==> src/rtl/pipeline_pkg.sv <==
// Shared pipeline types and constants used by the fetch stage and later stage registers.
package pipeline_pkg;

    localparam int unsigned INSTR_W = 32;
    localparam int unsigned ADDR_W  = 32;
    localparam logic [ADDR_W-1:0] DEFAULT_RESET_PC = 32'h0000_0000;

    typedef struct packed {
        logic [ADDR_W-1:0]  pc;
        logic [ADDR_W-1:0]  pc4;
        logic [INSTR_W-1:0] instr;
    } fetch_entry_t;

endpackage

==> src/rtl/fetch_buffer.sv <==
// Two-entry FIFO of fetch entries with flush; head entry is presented combinationally.
module fetch_buffer
    import pipeline_pkg::*;
(
    input  logic         clk,
    input  logic         rst,
    input  logic         enq,
    input  logic         deq,
    input  logic         flush,
    input  fetch_entry_t wdata,
    output logic [1:0]   count,
    output fetch_entry_t head
);

    fetch_entry_t mem [2];
    logic         head_ptr;
    logic         tail_ptr;

    // Flush keeps entry contents so the head outputs stay stable while empty.
    always_ff @(posedge clk) begin
        if (rst) begin
            count    <= '0;
            head_ptr <= 1'b0;
            tail_ptr <= 1'b0;
            mem[0]   <= '0;
            mem[1]   <= '0;
        end else if (flush) begin
            count    <= '0;
            head_ptr <= 1'b0;
            tail_ptr <= 1'b0;
        end else begin
            if (enq) begin
                mem[tail_ptr] <= wdata;
                tail_ptr      <= ~tail_ptr;
            end
            if (deq) begin
                head_ptr <= ~head_ptr;
            end
            case ({enq, deq})
                2'b10:   count <= count + 2'd1;
                2'b01:   count <= count - 2'd1;
                default: count <= count;
            endcase
        end
    end

    assign head = mem[head_ptr];

endmodule

==> src/rtl/fetch_stage.sv <==
// Instruction-fetch front end: PC register, imem addressing, redirect handling and
// a two-entry buffer feeding decode through a valid/ready handshake.
module fetch_stage
    import pipeline_pkg::*;
#(
    parameter logic [31:0] RESET_PC = DEFAULT_RESET_PC,
    parameter int unsigned DEPTH    = 2
) (
    input  logic        clk,
    input  logic        startin,
    output logic [31:0] imem_addr,
    input  logic [31:0] imem_instr,
    input  logic        redirect_valid,
    input  logic [31:0] redirect_pc,
    output logic        id_valid,
    input  logic        id_ready,
    output logic [31:0] id_instr,
    output logic [31:0] id_pc,
    output logic [31:0] id_pc4
);

    logic [31:0]  pc;
    logic [31:0]  pc_plus4;
    logic [31:0]  redirect_target;
    logic [1:0]   count;
    logic         enq;
    logic         deq;
    fetch_entry_t wentry;
    fetch_entry_t head;

    assign pc_plus4        = pc + 32'd4;
    assign redirect_target = redirect_pc & ~32'd3;

    assign deq = id_valid && id_ready;
    // A full buffer still accepts a fetch when its head leaves in the same cycle.
    assign enq = !redirect_valid && ((count < 2'(DEPTH)) || deq);

    assign wentry = '{pc: pc, pc4: pc_plus4, instr: imem_instr};

    always_ff @(posedge clk) begin
        if (startin) begin
            pc <= RESET_PC;
        end else if (redirect_valid) begin
            pc <= redirect_target;
        end else if (enq) begin
            pc <= pc_plus4;
        end
    end

    fetch_buffer u_buffer (
        .clk   (clk),
        .rst   (startin),
        .enq   (enq),
        .deq   (deq),
        .flush (redirect_valid),
        .wdata (wentry),
        .count (count),
        .head  (head)
    );

    assign imem_addr = pc;
    assign id_valid  = (count != 2'd0);
    assign id_instr  = head.instr;
    assign id_pc     = head.pc;
    assign id_pc4    = head.pc4;

endmodule

==> config.mk <==
export PLATFORM = sky130hd
export DESIGN_NAME = fetch_stage
export DESIGN_NICKNAME = d
export VERILOG_FILES = /design/src/rtl/pipeline_pkg.sv /design/src/rtl/fetch_buffer.sv /design/src/rtl/fetch_stage.sv
export SDC_FILE = /design/constraint.sdc
export NUM_CORES = 1
export LEC_CHECK = 0
export CAP_MARGIN = 20
export CORE_UTILIZATION = 30
export DETAILED_ROUTE_END_ITERATION = 8
export REMOVE_ABC_BUFFERS = 1
export SLEW_MARGIN = 20
export SYNTH_ARGS = -nofsm -noshare
export SYNTH_HDL_FRONTEND = slang
export SYNTH_SLANG_ARGS = --single-unit
export TNS_END_PERCENT = 20
==> constraint.sdc <==
create_clock -name clk -period 7.5 [get_ports clk]
set_input_delay 1.5 -clock clk [delete_from_list [all_inputs] [get_ports clk]]
set_output_delay 1.5 -clock clk [all_outputs]
set_load 0.005 [all_outputs]
==> results of run 1 <==
==> worst max-delay path, stage by stage <==
cell and delay [ns]:
clkdlybuf4s50_1 0.75, or2_2 0.55, nor3b_2 0.18, buf_4 0.62, or2_4 0.97, buf_4 0.51
==> worst paths after layout <==
check / from / end / cells after the start
max: redirect_valid / u_buffer.mem[1][75] / 6
min: u_buffer.head_ptr / flop / 2
max reg2reg: u_buffer.tail_ptr / u_buffer.mem[1][75] / 4
min reg2reg: u_buffer.head_ptr / flop / 2
==> sequential cells by signal, indices dropped and copies added (netlist names), named ones only <==
signal and cells:
u_buffer.tail_ptr 1, u_buffer.mem 184, imem_addr 30, u_buffer.head_ptr 1
u_buffer.count 2
==> area by class of cell <==
type | instances | share of cell area
flip-flops and latches | 219 | 0.4607
inverters | 11 | 0.003054
clock inverters | 11 | 0.009438
repair buffers | 200 | 0.1458
diodes | 1 | 0.0001851
clock buffers | 37 | 0.05274
well taps | 448 | 0.04145
multi-input cells | 549 | 0.2866
==> routing by layer <==
layer	part of all wire	up-vias	GRT usage
li1	-	3412	-
met1	0.44	3476	0.2000
met2	0.47	209	0.2537
met3	0.074	33	0.03110
met4	0.016	0	0.03505
met5	0	-	0
==> cell families (layout without fill, tap and decap cells) <==
kind of cell               count (synthesis)  in the layout  share of synthesized area
buffers and inverters                     89            259                    0.03748
other                                      1              7                  0.0003589
and+or+nand+nor                          328            328                     0.1776
muxes                                    100            100                     0.1073
DFF                                      219            219                     0.5959
xor gates and xnor gates                  27             27                    0.02264
AOI/OAI and AO/OA                         86             86                    0.05629
adders and majority gates                  2              2                   0.002395
==> cell usage in the layout, fill, tap and decap left out, types with 13 or more instances in the layout <==
cell type / count
edfxtp_1: 184
or4_1: 13
clkbuf_16: 27
xnor2_1: 19
o21ai_0: 14
mux2_2: 96
a311oi_1: 13
nand2_1: 29
nor2_1: 72
and2_1: 120
or3_1: 19
nand4_1: 14
a21oi_1: 26
clkdlybuf4s50_1: 188
dfxtp_1: 34
==> power by group <==
| group | leakage (nW) | internal, mW | switching, mW |
|---|---|---|---|
| combinational | 2.06 | 0.182 | 0.135 |
| sequential | 2.25 | 1.40 | 0.0494 |
| clock | 0.407 | 0.762 | 0.488 |
==> metrics by stage <==
stage               worst slack (ns)  utilization  instance area [um^2]  hold WS [ns]
CTS                            2.438       0.3992                 13520        0.5269
global placement               1.968       0.3744                 12680        0.4974
detailed placement             1.906       0.3744                 12680        0.5115
floorplan                     0.2432            -                 10120        0.4750
global route                   2.245       0.3992                 13520        0.5581
finish                         2.541       0.3993                 13520        0.5207
==> reports/metrics.csv, run 1 <==
metric,value,unit
routed_wl,27590,um
finClkSkew,0.01405,ns
fin_tns_setup,0,ns
min_path_type,flop to flop,
status,"finished, final reports clean",
path_class,primary input to flop,
async_flop_share,0,
tritoncts,built,
cts_resized,0,
maxCapViolCount,0,
via_per_inst,4.831,
crit_required,7.68,ns
nets,1077,
min_period,4.959,ns
via_count,7130,
hold_buffers,0,
post_synth.cell_area_avg,12.26,um^2
multiInputGateArea,0.003875,mm^2
wire_per_inst,18.69,um
finalHoldViolCount,0,
ys_warn_count,0,
syn-cell-area,0.01045,mm^2
fmax,0.2017,GHz
fin_cells,1476,
synth_edf_count,184,
critPathMaxFanout,66,
setup_viol,0,
antenna_found_initial,0,
cts_root_buf,clkbuf_16,
fp.dieW,188.6,um
arrival,5.14,ns
rsz0062_at_grt,no,
synth_seq_cells,219,
io_buffers,188,
dp.cells,1427,
clock_path_buffers,3,
grtUsageTotal,0.1515,
p_leak,4.716,nW
ys_top_cells_by_count,"edfxtp_1 (184), and2_1 (120), mux2_2 (96)",
p_per_area,222.9,mW/mm^2
drt-initial-drc-count,350,
vdd_drop_max,0.0001385,V
clk-insertion-delay-late,0.53,ns
drtAntennaViolNets,0,
hpwl,17450,um
core_area,0.03387,mm^2
synth_top_area_frac,0.5289,
worst_setup_path_end_kind,flop,
boundaryPins,197,
syn_inst,852,
grt_pass1_wl,41650,um
final_max_slew_viol_count,0,
worst_setup_path_start_kind,primary input,
fp.dieArea,0.03558,mm^2
tightest_slew,1.066,ns
syn_to_final_growth,29.42,%
yosysSeqAreaShare,0.5959,
row_count,67,
synthFlopType,edfxtp_1,
synth.largest_area_cell,edfxtp_1,
gp_congestion,0.7047,
regToRegSetupSlack,4.32,ns
numClockSinks,219,
yosysMostFrequentCell,edfxtp_1,
regArea,0.006230,mm^2
initial_core_util,0.3085,
max_slew_margin,0.2893,
htree_num_levels,1,
grt_pass1_vias,7264,
grt_overflow,0,
netlist_top_cells_area,"edfxtp_1 (53%), mux2_2 (10%), and2_1 (7.2%)",
design_power_total,3.014,mW
period_share,0.6611,
die_h,188.6,um
postCtsSetupBuffers,0,
n_fill_cell,3235,
cts_buffers,26,
grt_max_degree,71,
yosysUniqueCellTypes,54,
clkSlewWorstSetupHoldPaths,0.06,ns
drc,0,
drt-pass1-iter-count,4,
drive_gt1_frac,0.1548,
Power figures use the tool's default switching activity.
==> run 2: changes to the inputs <==
==> constraint.sdc (replaced) <==
create_clock -name clk -period 4.05 [get_ports clk]
set_input_delay 0.81 -clock clk [delete_from_list [all_inputs] [get_ports clk]]
set_output_delay 0.81 -clock clk [all_outputs]
set_load 0.005 [all_outputs]
==> run 2 against run 1 <==
Register-to-register slack lost 3.3 ns; non-clock buffer count up 7; power is 88% higher.
==> reports/metrics.csv, run 2 (synthesis results as in run 1) <==
metric,value,unit,change
dp.cells,1434,,+0.49%
status,"finished, final reports clean",,
finClkSkew,0.009206,ns,-0.004848 ns
io_buffers,188,,unchanged
regToRegSetupSlack,1.02,ns,-3.30 ns
clockPowerShare,0.421,,+0.006
arrival,2.51,ns,-2.63 ns
final_common_cell,clkdlybuf4s50_1,,
grt_max_degree,66,,-7.0%
grt_pass1_vias,7108,,-2.1%
fmax,0.3011,GHz,
switching_share,0.2221,,-0.001038
row_count,67,,unchanged
drt-pass1-iter-count,5,,+1
diodes,0,,-1
finalHoldViolCount,0,,unchanged
critPathMaxFanout,62,,-6.1%
drive_gt1_frac,0.1673,,+0.01249
placed_area,0.01278,mm^2,+0.81%
worst_setup_path_end_kind,output port,,
clk-insertion-delay-late,0.53,ns,about the same
path_class,flop to output port,,
worst_setup_path_start_kind,flop,,
grt_overflow,0,,unchanged
n_fill_cell,3218,,-0.53%
maxCapViolCount,0,,unchanged
min_period,3.321,ns,
combPwrFrac,0.108,,+0.003
nets,1084,,+0.65%
vdd_drop_max,0.0002600,V,+88%
hold_buffers,0,,unchanged
via_per_inst,4.852,,+0.45%
setup_viol,0,,unchanged
top_register,u_buffer.mem,,
p_per_area,414.3,mW/mm^2,+86%
p_leak,4.804,nW,+1.9%
fin_tns_setup,0,ns,unchanged
drt-initial-drc-count,410,,+17%
rr_worst_depth,4,,unchanged
clock_path_buffers,3,,unchanged
internal_power,4.406,mW,+88%
reg2reg_to,u_buffer.mem[0][59],,
crit_end,id_pc4[19],,
tritoncts,built,,
core_area,0.03387,mm^2,unchanged
antenna_found_initial,1,,+1
wire_per_inst,18.57,um,-0.65%
grt_pass1_wl,42280,um,+1.5%
hpwl,17630,um,+1.1%
rsz0062_at_grt,no,,
cts_root_buf,clkbuf_16,,
die_h,188.6,um,unchanged
seqPwrFrac,0.471,,-0.009
period_share,0.8199,,
initial_core_util,0.3085,,unchanged
drtAntennaViolNets,0,,unchanged
via_count,7191,,+0.86%
min_path_type,flop to flop,,
largest_register_ffs,184,,unchanged
routed_wl,27520,um,-0.24%
cts_resized,0,,unchanged
multiInputGateArea,0.003875,mm^2,unchanged
max_slew_margin,0.4347,,+0.1453
htree_num_levels,1,,unchanged
gp_congestion,0.7773,,+10%
fp.dieArea,0.03558,mm^2,unchanged
fin_cells,1482,,+0.41%
fin_area,0.01367,mm^2,+1.1%
postCtsSetupBuffers,0,,unchanged
final_max_slew_viol_count,0,,unchanged
regArea,0.006230,mm^2,unchanged
r2r-start,imem_addr[6],,
syn_to_final_growth,30.87,%,
tightest_slew,0.8480,ns,-0.2180 ns
setup_slack,0.7292,ns,-1.812 ns
p_switching,1.258,mW,+87%
grtUsageTotal,0.1537,,+0.002218
drc,0,,unchanged
fp.dieW,188.6,um,unchanged
numClockSinks,219,,unchanged
cts_buffers,26,,unchanged
crit_required,3.24,ns,-4.44 ns
clkSlewWorstSetupHoldPaths,0.06,ns,about the same
boundaryPins,197,,unchanged
layout_common_cells,"clkdlybuf4s50_1 (188), edfxtp_1 (184), and2_1 (120), mux2_2 (96), nor2_1 (72)",,
place_ws,0.7105,ns,-1.195 ns
-- run 2: cell types whose count changed in the layout (fill, tap and decap cells not counted), moves of 2 or more --
cell,before,now
clkbuf_8,0,4
buf_4,12,15
buf_12,0,4
bufinv_16,3,1
clkinv_1,5,0
clkbuf_16,27,30
clkbuf_1,10,8
clkinv_2,2,4
-- run 2: metal layers --
| layer | share of wire | GRT usage |
|---|---|---|
| met1 | 0.45 | 0.2079 |
| met3 | 0.078 | 0.03557 |
| met5 | 0 | 0 |
| met4 | 0.013 | 0.03102 |
| met2 | 0.46 | 0.2503 |
-- run 2: power groups by stage --
stage / Clock (mW) / Combinational (mW) / Sequential, mW
2_1_floorplan: 0 / 0.237 / 2.71
3_3_place_gp: 0 / 0.617 / 2.71
3_5_place_dp: 0 / 0.618 / 2.72
4_1_cts: 2.45 / 0.622 / 2.67
5_1_grt: 2.53 / 0.665 / 2.69
6_report: 2.38 / 0.611 / 2.67
-- run 2: final cells by class --
type | count | area share
Sequential cell | 219 | 0.4556
Multi-Input combinational cell | 549 | 0.2834
Timing Repair Buffer | 207 | 0.1517
Clock buffer | 42 | 0.06113
Tap cell | 448 | 0.04100
Clock inverter | 6 | 0.004118
Inverter | 11 | 0.003020
-- run 2: metrics by stage --
step / hold WS (ns) / total power [mW] / util
3_5_place_dp: 0.5068 / 3.337 / 0.3774
5_1_grt: 0.5429 / 5.881 / 0.4037
6_report: 0.5220 / 5.664 / 0.4037
3_3_place_gp: 0.4955 / 3.329 / 0.3774
4_1_cts: 0.5224 / 5.745 / 0.4037
2_1_floorplan: 0.4750 / 2.946 / -
-- run 2: worst min-delay path by stage --
| stage | slack (ns) | cells after the start | end | start |
|---|---|---|---|---|
| 2_1_floorplan | 0.48 | 2 | u_buffer.count[1] | u_buffer.count[1] |
| 6_report | 0.52 | 2 | flop | u_buffer.head_ptr |
| 3_5_place_dp | 0.51 | 2 | flop | u_buffer.head_ptr |
| 4_1_cts | 0.52 | 2 | flop | u_buffer.head_ptr |
| 5_1_grt | 0.54 | 2 | flop | u_buffer.head_ptr |
| 3_3_place_gp | 0.50 | 2 | u_buffer.count[1] | u_buffer.count[1] |
-- run 2: worst max-delay path, cell delays in order (launching register included) --
cell	delay, ns
dfxtp_4	0.66
buf_12	0.40
mux2_2	0.38
clkdlybuf4s50_1	0.53
